===== src/rtl/fetch_pkg.sv =====
// Shared types and default widths for the dual-issue fetch front end.
package fetch_pkg;

  localparam int ADDR_W  = 16;
  localparam int INSTR_W = 16;

  typedef enum logic [1:0] {
    IDLE = 2'd0,
    RUN  = 2'd1,
    HOLD = 2'd2
  } fetch_state_t;

  typedef struct packed {
    logic [ADDR_W-1:0]  pc;
    logic [INSTR_W-1:0] instr;
  } fetch_entry_t;

endpackage


===== src/rtl/instr_queue.sv =====
// Circular instruction buffer: writes two entries per enqueue, retires up to two per cycle.
module instr_queue #(
  parameter  int DEPTH   = 8,
  parameter  int ADDR_W  = 16,
  parameter  int INSTR_W = 16,
  localparam int PTR_W   = $clog2(DEPTH),
  localparam int CNT_W   = PTR_W + 1
) (
  input  logic               clk,
  input  logic               reset_n,
  input  logic               flush,
  input  logic               enq,
  input  logic [ADDR_W-1:0]  enq_pc0,
  input  logic [ADDR_W-1:0]  enq_pc1,
  input  logic [INSTR_W-1:0] enq_instr0,
  input  logic [INSTR_W-1:0] enq_instr1,
  input  logic [1:0]         deq_cnt,
  output logic [CNT_W-1:0]   count,
  output logic [ADDR_W-1:0]  head_pc0,
  output logic [ADDR_W-1:0]  head_pc1,
  output logic [INSTR_W-1:0] head_instr0,
  output logic [INSTR_W-1:0] head_instr1
);

  logic [ADDR_W-1:0]  pc_mem    [DEPTH];
  logic [INSTR_W-1:0] instr_mem [DEPTH];

  logic [PTR_W-1:0] head, tail;
  logic [PTR_W-1:0] head_p1, tail_p1;
  logic [CNT_W-1:0] deq_req, deq_eff, enq_amt;

  always_comb begin
    head_p1 = head + PTR_W'(1);
    tail_p1 = tail + PTR_W'(1);
    deq_req = CNT_W'(deq_cnt);
    // A consumer asking for more than is held only retires what is there.
    deq_eff = (deq_req > count) ? count : deq_req;
    enq_amt = enq ? CNT_W'(2) : '0;
  end

  // NOTE: state registers use non-blocking assignments so every flop samples
  // the pre-edge values regardless of process evaluation order.
  always_ff @(posedge clk or negedge reset_n) begin
    if (!reset_n) begin
      head  <= '0;
      tail  <= '0;
      count <= '0;
    end else if (flush) begin
      head  <= '0;
      tail  <= '0;
      count <= '0;
    end else begin
      head  <= head + PTR_W'(deq_eff);
      tail  <= enq ? tail + PTR_W'(2) : tail;
      count <= count + enq_amt - deq_eff;
    end
  end

  // NOTE: the storage array carries no reset; occupancy is tracked by count,
  // so stale contents are never presented as valid.
  always_ff @(posedge clk) begin
    if (enq && !flush) begin
      pc_mem[tail]       <= enq_pc0;
      instr_mem[tail]    <= enq_instr0;
      pc_mem[tail_p1]    <= enq_pc1;
      instr_mem[tail_p1] <= enq_instr1;
    end
  end

  assign head_pc0    = pc_mem[head];
  assign head_pc1    = pc_mem[head_p1];
  assign head_instr0 = instr_mem[head];
  assign head_instr1 = instr_mem[head_p1];

endmodule


===== src/rtl/fetch_sequencer.sv =====
// Fetch front end: PC generation, paired imem requests, redirect/stall handling,
// and buffering of returned instruction pairs for a dual-issue decoder.
module fetch_sequencer
  import fetch_pkg::*;
#(
  parameter int                ADDR_W   = fetch_pkg::ADDR_W,
  parameter int                INSTR_W  = fetch_pkg::INSTR_W,
  parameter int                DEPTH    = 8,
  parameter logic [ADDR_W-1:0] RESET_PC = '0
) (
  input  logic               clk,
  input  logic               reset_n,
  input  logic               stall,
  input  logic               is_branch_taken,
  input  logic [ADDR_W-1:0]  branch_target,
  output logic               imem_req,
  output logic [ADDR_W-1:0]  imem_addr,
  input  logic [INSTR_W-1:0] imem_instr1,
  input  logic [INSTR_W-1:0] imem_instr2,
  output logic               dec_valid1,
  output logic               dec_valid2,
  output logic [INSTR_W-1:0] dec_instr1,
  output logic [INSTR_W-1:0] dec_instr2,
  output logic [ADDR_W-1:0]  dec_pc1,
  output logic [ADDR_W-1:0]  dec_pc2,
  input  logic [1:0]         dec_take
);

  localparam int CNT_W  = $clog2(DEPTH) + 1;
  localparam int NEED_W = CNT_W + 2;

  fetch_state_t       state, state_next;
  logic [ADDR_W-1:0]  pc, resp_pc;
  logic               inflight;
  logic [CNT_W-1:0]   count;
  logic [NEED_W-1:0]  need;
  logic               space_ok, req_ok;
  logic [ADDR_W-1:0]  head_pc0, head_pc1;
  logic [INSTR_W-1:0] head_instr0, head_instr1;

  // Space is reserved for the queued entries, the pair still in flight and the
  // new pair; only registered count is used so dec_take has no path to imem_req.
  always_comb begin
    need     = NEED_W'(count) + (inflight ? NEED_W'(4) : NEED_W'(2));
    space_ok = (need <= NEED_W'(DEPTH));
    req_ok   = (state != IDLE) && !stall && !is_branch_taken && space_ok;
  end

  // NOTE: every output of this block is given a default first, so no path
  // through the case leaves a signal unassigned and no latch is inferred.
  always_comb begin
    state_next = state;
    imem_req   = 1'b0;
    case (state)
      IDLE:    state_next = RUN;
      RUN: begin
        imem_req = req_ok;
        if (!req_ok) state_next = HOLD;
      end
      HOLD:    if (req_ok) state_next = RUN;
      default: state_next = IDLE;
    endcase
    if (is_branch_taken) state_next = RUN;
  end

  assign imem_addr = pc;

  always_ff @(posedge clk or negedge reset_n) begin
    if (!reset_n) begin
      state    <= IDLE;
      pc       <= RESET_PC;
      resp_pc  <= '0;
      inflight <= 1'b0;
    end else begin
      state <= state_next;
      if (is_branch_taken) begin
        pc       <= branch_target;
        inflight <= 1'b0;
      end else if (imem_req) begin
        pc       <= pc + ADDR_W'(2);
        resp_pc  <= pc;
        inflight <= 1'b1;
      end else begin
        inflight <= 1'b0;
      end
    end
  end

  // A redirect kills the response landing in its cycle and freezes dequeue.
  instr_queue #(
    .DEPTH   (DEPTH),
    .ADDR_W  (ADDR_W),
    .INSTR_W (INSTR_W)
  ) u_queue (
    .clk         (clk),
    .reset_n     (reset_n),
    .flush       (is_branch_taken),
    .enq         (inflight && !is_branch_taken),
    .enq_pc0     (resp_pc),
    .enq_pc1     (resp_pc + ADDR_W'(1)),
    .enq_instr0  (imem_instr1),
    .enq_instr1  (imem_instr2),
    .deq_cnt     (is_branch_taken ? 2'd0 : dec_take),
    .count       (count),
    .head_pc0    (head_pc0),
    .head_pc1    (head_pc1),
    .head_instr0 (head_instr0),
    .head_instr1 (head_instr1)
  );

  assign dec_valid1 = (count != '0);
  assign dec_valid2 = (count > CNT_W'(1));
  assign dec_pc1    = dec_valid1 ? head_pc0    : '0;
  assign dec_pc2    = dec_valid2 ? head_pc1    : '0;
  assign dec_instr1 = dec_valid1 ? head_instr0 : '0;
  assign dec_instr2 = dec_valid2 ? head_instr1 : '0;

endmodule


===== config.mk =====
export PLATFORM = sky130hd
export DESIGN_NAME = fetch_sequencer
export DESIGN_NICKNAME = d
export VERILOG_FILES = /design/src/rtl/fetch_pkg.sv /design/src/rtl/instr_queue.sv /design/src/rtl/fetch_sequencer.sv
export SDC_FILE = /design/constraint.sdc
export NUM_CORES = 1
export LEC_CHECK = 0
export CAP_MARGIN = 15
export CORE_MARGIN = 2
export CORE_UTILIZATION = 35
export CTS_BUF_LIST = sky130_fd_sc_hd__clkbuf_16
export CTS_CLUSTER_DIAMETER = 80
export DETAILED_ROUTE_END_ITERATION = 12
export GPL_TIMING_DRIVEN = 0
export PLACE_DENSITY = 0.58
export SLEW_MARGIN = 30
export SYNTH_ARGS = -nofsm -noshare
export SYNTH_HDL_FRONTEND = slang
export SYNTH_SLANG_ARGS = --single-unit

===== constraint.sdc =====
create_clock -name clk -period 4.8 [get_ports clk]
set_input_delay 0.72 -clock clk [delete_from_list [all_inputs] [get_ports clk]]
set_output_delay 0.72 -clock clk [all_outputs]
set_load 0.01 [all_outputs]

Word-level counts from Yosys, hierarchy flattened
Memories as Yosys holds them, arrays and structs flattened. Cells that the tools add are included.

Memories kept: 2. Memory bits (writable): 256. Logic and storage cells: 63. Register bits: 45.

Memories: u_queue.instr_mem (depth 8, bits a word 16, rd ports 2, clocked after Yosys merged registers in 0, write ports 2, RTL line instr_queue.sv:26) `logic [INSTR_W-1:0] instr_mem [DEPTH];`; u_queue.pc_mem (depth 8, bits a word 16, rd ports 2, clocked after Yosys merged registers in 0, write ports 2, RTL line instr_queue.sv:25) `logic [ADDR_W-1:0] pc_mem [DEPTH];`.

Magnitude comparators: 3. Reduce and logical (&&, ||, !) cells: 14. Bitwise logic cells: 1. Add/sub/neg operators: 9. Mux-type cells: 23. Eq/ne operators: 4.

Operator list (count): 16-bit two-way mux (6); 16-bit by 1-bit adder with 16-bit output, second input constant (1); 16-bit by 2-bit adder with 16-bit output, second input constant (1); 3-bit two-way mux (4); 2-bit two-way mux (5); 4-bit two-way mux (2); 3-bit by 1-bit adder with 3-bit output, second input constant (2); 3-bit != test, second input constant (2); 2-bit case mux with 3 select lines (1); 2-bit nonzero test (3); 4-bit by 3-bit adder with 5-bit output (1); 5-bit by 4-bit less-or-equal comparator with 1-bit output, second input constant (1); 1-bit logical AND (5); 1-bit two-way mux (5); 4-bit adder (1); 2-bit by 4-bit greater-than comparator with 1-bit output (1); 4-bit by 1-bit greater-than comparator with 1-bit output, second input constant (1); 2-bit AND reduction (2); 4-bit nonzero test (1); 4-bit subtractor (1); 3-bit by 2-bit adder with 3-bit output, second input constant (1); 3-bit adder (1); 2-bit by 1-bit == test with 1-bit output, second input constant (1); 2-bit == test, second input constant (1); 3 further kinds (4).

Depth between registers and ports, before layout
Gate-level depths: netlist of the first run.

Word-level depth: 7. Mapped depth: 14. Depth with buffers taken out: 13.

Hierarchy
Synthesis of the first run repeated with hierarchy kept, for this count alone.

Cell total of the unflattened synthesis: 1250. Area total of the unflattened synthesis: 16905.0 µm².

By module, submodules not included: instr_queue (cells each 982, area an instance 14428.8 µm², times used 1); fetch_sequencer (cells each 268, area an instance 2476.1 µm², times used 1).

Least setup slack after synthesis of the first run
No wires, ideal clock.

Path type: input to register. Start point: input is_branch_taken. End point: memory u_queue.instr_mem[2][0] (enable). Required time: 4346 ps. Arrival: 3096 ps. Path buffers: 1. Setup slack: 1250 ps. Setup time: 454 ps. Stages: 4. Cells stage by stage: nor2_1 > nand2_1 > inv_1 > clkbuf_1.

RTL lines: start, declared (RTL line fetch_sequencer.sv:14) `input logic is_branch_taken,`; end, declared (RTL line instr_queue.sv:26).

Final worst setup path of the first run
Start point: register u_queue.head[1]. End point: output dec_pc1[10].

Longest elaborated chain between the ends: 2.

RTL lines: start, declared (RTL line instr_queue.sv:28) `logic [PTR_W-1:0] head, tail;`; start signal, assigned (RTL line instr_queue.sv:53) `head <= head + PTR_W'(deq_eff);`; memory read 8 x 16 bit; 16-bit two-way mux (RTL line fetch_sequencer.sv:113) `assign dec_pc1 = dec_valid1 ? head_pc0 : '0;`; end, declared (RTL line fetch_sequencer.sv:24) `output logic [ADDR_W-1:0] dec_pc1,`.

No other way between the ends.

==> out/metrics.csv, run 1 <==
metric,value,unit
Final #Nets,1510,
DRC,0,
Power Density,574,nW/um2
row cnt,78,
final setup vio count,0,
mapped cell area,16100,um2
worst hold path class,in2async,
ys flop type,edfxtp_1,
Longest Clk Path Bufs,3,
WL/cell,22.4,um
TritonCTS clock tree,yes,
CP bufs+invs,3,
GRT Util Overall,19.5,%
number of global-route vias before repair,11000,
"FF+latch count, synth",300,
"CTS clk-pin slew, worst paths",60,ps
Lkg Pwr,6.86,nW
core area,45400,um2
Worst setup EP type,primary output,
RSZ-0062 raised after global routing,no,
via count,10900,
Crit Reg-Reg Startpoint,u_queue.count[1],
crit path cell chain,clkbuf_1 -> clkbuf_1 -> mux4_2 -> mux2i_1 -> nor2_1 -> clkdlybuf4s50_1,
Hold Buf Count CTS,0,
Post-Route WL,46.1,mm
Fin Hold WS,183,ps
Initial Util,35.4,%
CP Class,reg2out,
max frequency,228,MHz
outcome,"finished, final reports clean",
crit-path leading delay family,buffers and inverters,
area growth from synthesis to layout,20.4,%
largest net degree at the start of global routing,45,
Yosys warning count,0,
Hold Fails Final Rpt,0,
drt pass-1 iters,5,
MaxCap Viol Count,0,
fraction of the yosys area taken by sequential cells,54.7,%
H-tree lvl count,2,
critical path launch point type,register,
slowest cell delay on critical path,810,ps
TNS Setup,0,ps
Syn Inst Count,1257,
crit-path most repeated cell,clkbuf_1,
layout cells sized above 1,16.2,%
drt via density,5.31,
initial antenna violation count,0,
Die Y,218,um
Rel. slew slack,29.9,%
n_diodes,0,
RePlAce Congestion,0.803,
first-pass GRT wire length,68.2,mm
Yosys cell types,41,
cell depth of the worst flop-to-flop path,13,
Post-synth ARST share,14.7,%
IO Count,137,
quantity of gates resized following cts,0,
cts bufs inserted,35,
Crit. Startpoint,u_queue.head[1],
CP max FO,10,
WP data arrival,3670,ps
postcts setup bufs,0,
post-layout min period,4390,ps
Max Clock Skew,14.5,ps
FF-to-FF End,u_queue.count[3],
worst path required time,4080,ps
Post-synth EDFFs,256,
Post-DRT Antenna Nets,0,
global route overflow,0,
CP max-delay cell,clkbuf_1,
worst skew pair latency,540,ps
post-synth net total,1332,
clk sinks,300,
DRT iter0 DRCs,942,
Worst Tran Pin Value,1050,ps
PortBufs,136,
R2R setup slack,1720,ps
HPWL after detailed placement,30.2,mm
Final Max Tran Viols,0,
area of the die,47600,um2
root buffer cell,clkbuf_16,
Post-Syn Area per Cell,12.8,um2
Die W,218,um
Max IR drop VDD,0.253,mV
Tcrit/Tclk final,91.5,%
-- per-stage QoR --
step | setup slack, ps | utilization [%] | total power, mW | cells | instance area (um2)
3_5_place_dp | 323 | 40.3 | 8.73 | 1998 | 18300
4_1_cts | 379 | 42.6 | 11.2 | 2060 | 19300
5_1_grt | 264 | 42.6 | 11.7 | 2060 | 19300
3_3_place_gp | -971 | 40.0 | 8.68 | 1993 | 18200
6_report | 410 | 42.6 | 11.1 | 2060 | 19300
2_1_floorplan | 1250 | - | 6.56 | 1257 | 16100
-- flip-flops by register name (all words and copies together), names as in the netlist --
name and flops:
inflight 1, u_queue.pc_mem 128, state 2, u_queue.tail 2, u_queue.count 4, u_queue.head 3
u_queue.instr_mem 128, imem_addr 16, resp_pc 16
-- synthesized netlist by cell type (all sizes together), types with 5 or more instances --
| cell type | n | area [um2] |
|---|---|---|
| buf | 31 | 169 |
| nand3 | 13 | 65.1 |
| and2 | 5 | 31.3 |
| nand2 | 308 | 1160 |
| and3 | 9 | 56.3 |
| inv | 21 | 78.8 |
| clkbuf | 122 | 458 |
| mux2 | 18 | 203 |
| mux4 | 128 | 2880 |
| nor3 | 7 | 35.0 |
| dfrtp | 44 | 1100 |
| mux2i | 34 | 340 |
| ha | 17 | 213 |
| o21ai | 12 | 60.1 |
| a21oi | 36 | 184 |
| nand4 | 12 | 75.1 |
| nor2 | 79 | 297 |
| xnor2 | 29 | 254 |
| nor2b | 5 | 31.3 |
| xor2 | 49 | 429 |
| edfxtp | 256 | 7690 |
-- final cells by class --
class	instances	area, um2
fillers	4243	26100
flip-flops and latches	300	8790
multi-input cells	783	6570
repair buffers	141	1460
clock buffers	37	926
well taps	600	751
plain buffers	153	646
clock inverters	25	108
inverters	21	78.8
-- metal layers --
| metal | part of all wire (%) | GRT usage [%] | vias up |
|---|---|---|---|
| met1 | 42 | 26.5 | 5528 |
| met5 | 0 | 0 | - |
| met2 | 47 | 31.4 | 479 |
| met4 | 2.5 | 5.53 | 0 |
| met3 | 8.6 | 4.45 | 86 |
| li1 | - | - | 4851 |
-- cell usage in the layout, fill, tap and decap left out, types with 3 or more instances in the layout --
cell type / instances
nand4_1: 12
ha_1: 17
nor2b_1: 5
nor2_1: 79
clkbuf_1: 116
clkdlybuf4s50_1: 135
buf_2: 25
o21ai_0: 10
mux4_2: 128
nand2_1: 307
buf_12: 5
xor2_1: 49
and4_1: 4
xnor2_1: 29
edfxtp_1: 256
mux2i_1: 34
nand3_1: 13
buf_6: 3
fa_1: 4
inv_1: 28
nor3_1: 7
dfrtp_1: 44
clkbuf_4: 4
clkbuf_16: 37
clkinv_1: 11
mux2_2: 18
and2_1: 4
clkinv_2: 4
buf_1: 3
and3_1: 9
a21oi_1: 34
-- power breakdown --
| part | leakage, nW | switching, mW | total [mW] | internal [mW] |
|---|---|---|---|---|
| combinational | 3.46 | 2.85 | 5.33 | 2.48 |
| sequential | 2.86 | 0.139 | 3.32 | 3.18 |
| clock | 0.536 | 1.07 | 2.45 | 1.39 |
-- worst max-delay path by stage --
stage                                to  slack, ps  cells past startpoint
3_5_place_dp           u_queue.count[3]        320                     14
3_3_place_gp   u_queue.instr_mem[0][13]       -970                      5
4_1_cts                     dec_pc1[10]        380                      6
6_report                    dec_pc1[10]        410                      6
2_1_floorplan   u_queue.instr_mem[2][0]       1250                      4
5_1_grt                     dec_pc1[10]        260                      6
-- logic make-up (layout without fill, tap and decap cells) --
kind of cell / Yosys count / in the layout / share of synthesized area (%)
xor+xnor: 78 / 78 / 4.25
buf+inv: 174 / 377 / 4.39
simple gates: 447 / 447 / 11.4
fa+ha+maj: 21 / 21 / 1.82
compound gates: 57 / 57 / 2.10
flops: 300 / 300 / 54.7
mux: 180 / 180 / 21.3
Power figures use the tool's default switching activity.
==> run 2: changes to the inputs <==
--- a/config.mk
+++ b/config.mk
@@ -11,9 +11,9 @@
 export CTS_BUF_LIST = sky130_fd_sc_hd__clkbuf_16
 export CTS_CLUSTER_DIAMETER = 80
 export DETAILED_ROUTE_END_ITERATION = 12
-export GPL_TIMING_DRIVEN = 0
+export GPL_TIMING_DRIVEN = 1
 export PLACE_DENSITY = 0.58
-export SLEW_MARGIN = 30
+export SLEW_MARGIN = 40
 export SYNTH_ARGS = -nofsm -noshare
 export SYNTH_HDL_FRONTEND = slang
 export SYNTH_SLANG_ARGS = --single-unit
==> run 2 against run 1 <==
Cell count shrank 6.7%. Critical path depth is 2 higher. Maximum frequency increased by 2.5%. Sequential cell count unchanged. Wire length fell by 13%. Combinational power is 12% lower. Register-to-register slack worse by 40 ps. Largest power group unchanged.
==> out/metrics.csv, run 2 (synthesized netlist as in run 1, its figures left out) <==
metric,value,unit,change
outcome,"finished, final reports clean",,unchanged
Initial Util,35.4,%,unchanged
most frequent cells in the layout,"nand2_1 (307), edfxtp_1 (256), clkdlybuf4s50_1 (135)",,unchanged
first-pass GRT wire length,60.8,mm,was 68.2 mm
Hold Buf Count CTS,0,,unchanged
final setup vio count,0,,unchanged
met1 GRT Util,22.4,%,was 26.5%
Fin Hold WS,196,ps,was 183 ps
layout cells sized above 1,17.6,%,was 16.2%
"commonest non-fill, non-tap cell in the layout",nand2_1,,unchanged
post-layout min period,4280,ps,was 4390 ps
worst skew pair latency,510,ps,was 540 ps
CP max FO,21,,was 10
WP data arrival,3560,ps,was 3670 ps
Crit. Startpoint,inflight,,was u_queue.head[1]
DRC,0,,unchanged
Worst setup EP type,primary output,,unchanged
Hold Fails Final Rpt,0,,unchanged
MaxCap Viol Count,0,,unchanged
RePlAce Congestion,0.722,,was 0.803
CP Class,reg2out,,unchanged
Longest Clk Path Bufs,3,,unchanged
WL/cell,20.7,um,was 22.4 um
Tcrit/Tclk final,89.2,%,was 91.5%
"CTS clk-pin slew, worst paths",60,ps,about the same
busiest grt layer,met2,,unchanged
largest net degree at the start of global routing,65,,was 45
core area,45400,um2,unchanged
met3 Usage GRT,3.22,%,was 4.45%
IO Count,137,,unchanged
number of global-route vias before repair,10300,,was 11000
Final Max Tran Viols,0,,unchanged
PortBufs,136,,unchanged
global route overflow,0,,unchanged
FF-to-FF End,u_queue.count[3],,unchanged
via count,10100,,was 10900
combinational share of power,43.8,%,was 48.0%
GRT Util Overall,16.9,%,was 19.5%
Crit Reg-Reg Startpoint,u_queue.count[1],,unchanged
quantity of gates resized following cts,0,,unchanged
P_sw,3.75,mW,was 4.06 mW
initial antenna violation count,0,,unchanged
cell depth of the worst flop-to-flop path,13,,unchanged
HPWL after detailed placement,24.1,mm,was 30.2 mm
Final WS setup,516,ps,was 410 ps
Final #Nets,1376,,was 1510
TritonCTS clock tree,yes,,unchanged
TNS Setup,0,ps,unchanged
Lkg Pwr,6.63,nW,was 6.86 nW
Power Density,568,nW/um2,was 574 nW/um2
Setup WS pre-CTS,947,ps,was 323 ps
R2R setup slack,1680,ps,was 1720 ps
H-tree lvl count,2,,unchanged
postcts setup bufs,0,,unchanged
clk sinks,300,,unchanged
n_diodes,0,,unchanged
root buffer cell,clkbuf_16,,unchanged
Post-DRT Antenna Nets,0,,unchanged
Rel. slew slack,41.8,%,was 29.9%
Die W,218,um,unchanged
CP Capture Point,imem_req,,was dec_pc1[10]
cts bufs inserted,35,,unchanged
GR Util met2,28.7,%,was 31.4%
Tot Pwr,10.7,mW,was 11.1 mW
Post-Route Utilization,41.7,%,was 42.6%
Max IR drop VDD,0.331,mV,was 0.253 mV
Clk pwr share,22.3,%,was 22.1%
row cnt,78,,unchanged
worst path required time,4080,ps,about the same
Worst Tran Pin Value,874,ps,was 1050 ps
part of the power in registers,34.0,%,was 29.9%
max frequency,233,MHz,was 228 MHz
drt via density,5.26,,was 5.31
Max Clock Skew,17.3,ps,was 14.5 ps
switching share of total power,34.9,%,was 36.5%
Die Y,218,um,unchanged
area of the die,47600,um2,unchanged
drt pass-1 iters,5,,unchanged
critical path launch point type,register,,unchanged
area growth from synthesis to layout,17.7,%,was 20.4%
DRT iter0 DRCs,733,,was 942
Internal,6.99,mW,was 7.05 mW
Post-Route WL,39.9,mm,was 46.1 mm
RSZ-0062 raised after global routing,no,,unchanged
worst hold path class,in2async,,unchanged
Largest regs,"u_queue.instr_mem: 128 flops, u_queue.pc_mem: 128 flops",,unchanged
-- run 2: changes by cell type in the layout (fill, tap and decap cells not counted), moves of 3 or more --
cell | before | now
buf_2 | 25 | 0
buf_4 | 1 | 18
clkinv_1 | 11 | 7
clkbuf_4 | 4 | 0
inv_1 | 28 | 24
dfrtp_1 | 44 | 41
clkbuf_1 | 116 | 0
buf_6 | 3 | 0
buf_1 | 3 | 0
-- run 2: layout make-up --
| cell class | instances | area (um2) |
|---|---|---|
| flip-flops and latches | 300 | 8800 |
| well taps | 600 | 751 |
| repair buffers | 160 | 1630 |
| inverters | 21 | 83.8 |
| clock inverters | 22 | 96.3 |
| fillers | 4169 | 26500 |
| multi-input cells | 783 | 6620 |
| clock buffers | 37 | 926 |
-- run 2: power by group through the flow --
stage,Clock (mW),Sequential [mW],Combinational (mW)
global placement,0,3.69,4.75
CTS,2.44,3.65,4.81
global route,2.56,3.70,5.11
detailed placement,0,3.70,4.79
floorplan,0,3.34,3.22
finish,2.39,3.65,4.70
-- run 2: worst max-delay path, stage by stage, from the launching register on --
cell	delay [ps]
dfrtp_1	470
inv_1	90
ha_1	230
fa_1	440
or3_4	350
a221oi_4	300
nand2_4	130
inv_2	400
clkdlybuf4s50_1	630
-- run 2: how the worst min path moves through the flow --
stage          slack (ps)  cells after the start         start                to
2_1_floorplan         420                      0       reset_n      imem_addr[0]
3_3_place_gp          520                      2  imem_addr[0]        resp_pc[0]
3_5_place_dp          530                      2  imem_addr[0]        resp_pc[0]
4_1_cts               210                      1       reset_n   u_queue.head[2]
5_1_grt               240                      1       reset_n  u_queue.count[1]
6_report              200                      1       reset_n  u_queue.count[1]
-- run 2: layer usage --
metal  wire length, um  up-vias  part of all wire [%]
met3              2610       56                   6.6
met2             19500      333                    49
li1                  -     4569                     -
met4               779        0                   2.0
met1             17000     5152                    43
met5                 0        -                     0
-- run 2: per-stage QoR --
stage / instances / cell area, um2
after floorplan: 1257 / 16100
after global placement: 1864 / 17900
after detailed placement: 1864 / 17900
after CTS: 1923 / 18900
after global routing: 1923 / 18900
final: 1923 / 18900
==> run 3: changes to the inputs <==
--- a/config.mk
+++ b/config.mk
@@ -6,13 +6,15 @@
 export NUM_CORES = 1
 export LEC_CHECK = 0
 export CAP_MARGIN = 15
+export CELL_PAD_IN_SITES_DETAIL_PLACEMENT = 1
+export CELL_PAD_IN_SITES_GLOBAL_PLACEMENT = 2
 export CORE_MARGIN = 2
 export CORE_UTILIZATION = 35
 export CTS_BUF_LIST = sky130_fd_sc_hd__clkbuf_16
 export CTS_CLUSTER_DIAMETER = 80
 export DETAILED_ROUTE_END_ITERATION = 12
 export GPL_TIMING_DRIVEN = 1
-export PLACE_DENSITY = 0.58
+export PLACE_DENSITY = 0.76
 export SLEW_MARGIN = 40
 export SYNTH_ARGS = -nofsm -noshare
 export SYNTH_HDL_FRONTEND = slang
==> run 3 against run 2 <==
Worst hold slack worse by 25 ps. Maximum frequency is 3.2% higher. First-iteration DRC count is 13% lower. Critical path type unchanged. Critical endpoint is now dec_pc2[12].
==> out/metrics.csv, run 3 (synthesized netlist as in run 1, its figures left out) <==
metric,value,unit,change
quantity of gates resized following cts,0,,unchanged
area growth from synthesis to layout,18.4,%,was 17.7%
CP max-delay cell,ha_4,,was clkdlybuf4s50_1
largest net degree at the start of global routing,130,,was 65
"commonest non-fill, non-tap cell in the layout",nand2_1,,unchanged
Final Max Tran Viols,0,,unchanged
Clk pwr share,23.0,%,was 22.3%
via count,10300,,was 10100
RePlAce Congestion,0.744,,was 0.722
root buffer cell,clkbuf_16,,unchanged
drt pass-1 iters,5,,unchanged
switching share of total power,35.3,%,was 34.9%
GRT Util Overall,18.6,%,was 16.9%
postcts setup bufs,0,,unchanged
MaxCap Viol Count,0,,unchanged
global route overflow,0,,unchanged
number of global-route vias before repair,11100,,was 10300
WP data arrival,3430,ps,was 3560 ps
worst path required time,4080,ps,about the same
DRT iter0 DRCs,636,,was 733
Die W,218,um,unchanged
Worst setup EP type,primary output,,unchanged
TNS Setup,0,ps,unchanged
slowest cell delay on critical path,750,ps,was 630 ps
Max IR drop VDD,0.392,mV,was 0.331 mV
"CTS clk-pin slew, worst paths",60,ps,about the same
Tcrit/Tclk final,86.5,%,was 89.2%
Initial Util,35.4,%,unchanged
CP Class,reg2out,,unchanged
Post-Route WL,43.4,mm,was 39.9 mm
Hold Buf Count CTS,0,,unchanged
H-tree lvl count,2,,unchanged
P_sw,3.86,mW,was 3.75 mW
Non-Filler Instances,1935,,was 1923
TritonCTS clock tree,yes,,unchanged
final setup vio count,0,,unchanged
CP bufs+invs,2,,was 3
area of the die,47600,um2,unchanged
outcome,"finished, final reports clean",,unchanged
RSZ-0062 raised after global routing,no,,unchanged
Placed Cells,1870,,was 1864
layout cells sized above 1,18.4,%,was 17.6%
worst hold path class,in2async,,unchanged
Lkg Pwr,6.69,nW,was 6.63 nW
cts bufs inserted,35,,unchanged
Final #Nets,1383,,was 1376
row cnt,78,,unchanged
Crit. Startpoint,u_queue.head[1],,was inflight
Largest regs,"u_queue.instr_mem: 128 flops, u_queue.pc_mem: 128 flops",,unchanged
Worst Tran Pin Value,696,ps,was 874 ps
critical path launch point type,register,,unchanged
post-layout min period,4150,ps,was 4280 ps
DRC,0,,unchanged
Crit Reg-Reg Startpoint,u_queue.count[1],,unchanged
max frequency,241,MHz,was 233 MHz
clk sinks,300,,unchanged
core area,45400,um2,unchanged
HPWL after detailed placement,27.0,mm,was 24.1 mm
Max Clock Skew,10.5,ps,was 17.3 ps
Hold Fails Final Rpt,0,,unchanged
first-pass GRT wire length,67.0,mm,was 60.8 mm
Fin Hold WS,170,ps,was 196 ps
WL/cell,22.4,um,was 20.7 um
initial antenna violation count,1,,was 0
worst skew pair latency,540,ps,was 510 ps
Rel. slew slack,53.6,%,was 41.8%
crit path cell chain,ha_4 -> buf_4 -> mux4_2 -> nand2_1 -> a21oi_1 -> clkdlybuf4s50_1,,was inv_1 -> ha_1 -> fa_1 -> or3_4 -> a221oi_4 -> nand2_4 -> inv_2 -> clkdlybuf4s50_1
Post-DRT Antenna Nets,0,,unchanged
combinational share of power,44.1,%,was 43.8%
most frequent cells in the layout,"nand2_1 (307), edfxtp_1 (256), clkdlybuf4s50_1 (135)",,unchanged
Die Y,218,um,unchanged
PortBufs,136,,unchanged
Longest Clk Path Bufs,3,,unchanged
Tot Pwr,10.9,mW,was 10.7 mW
part of the power in registers,32.9,%,was 34.0%
Internal,7.08,mW,was 6.99 mW
CP max FO,27,,was 21
Power Density,575,nW/um2,was 568 nW/um2
IO Count,137,,unchanged
drt via density,5.31,,was 5.26
crit-path leading delay family,buffers and inverters,,unchanged
[run 3: cell count changes in the layout (fill, tap and decap cells not counted), moves of 2 or more]
cell	before	now
inv_1	24	22
clkinv_2	6	12
buf_4	18	25
buf_12	7	5
[run 3: path summary, 6_finish.rpt]
kind | end | slack (ps) | cells past startpoint
min in group clk | resp_pc[0] | 550 | 2
worst min-delay path | imem_addr[13] | 170 | 1
max in group asynchronous | u_queue.head[0] | 4190 | 1
worst max-delay path | dec_pc2[12] | 650 | 6
worst min register to register | resp_pc[0] | 550 | 2
worst max register to register | u_queue.count[3] | 1620 | 13
[run 3: power groups by stage]
stage	logic [mW]	clock network [mW]	registers, mW
after global routing	5.25	2.68	3.64
after detailed placement	4.89	0	3.65
after global placement	4.81	0	3.63
after floorplan	3.22	0	3.34
after CTS	4.92	2.59	3.60
final	4.82	2.52	3.60
[run 3: area by class of cell]
type | instances | area [um2]
inverter | 21 | 82.6
sequential | 300 | 8790
clock buffer | 37 | 926
clock inverter | 26 | 148
multi-input combinational | 783 | 6630
tap | 600 | 751
fill | 4649 | 26400
antenna | 1 | 2.50
timing repair buffer | 167 | 1680
[run 3: metrics by stage]
stage               worst slack [ps]  util (%)  instance area, um2
floorplan                       1250         -               16100
global placement                 739      39.4               17900
detailed placement               643      39.5               17900
CTS                              564      41.8               19000
global route                     456      41.9               19000
finish                           650      41.9               19000
[run 3: per-layer routing]
| metal | GRT usage [%] | routed length, um |
|---|---|---|
| met4 | 5.49 | 931 |
| met1 | 24.8 | 19000 |
| met3 | 3.45 | 2150 |
| met5 | 0 | 0 |
| met2 | 31.1 | 21300 |
[run 3: worst register-to-register path, cell delays in order (launching register included)]
cell and delay (ps):
dfrtp_1 430, inv_1 140, ha_1 330, nor2b_1 150, o211ai_1 350, nand2_1 80, o21ai_0 190, fa_1 490
inv_1 70, ha_1 130, inv_1 50, fa_1 420, xnor2_1 170, nor2_1 60
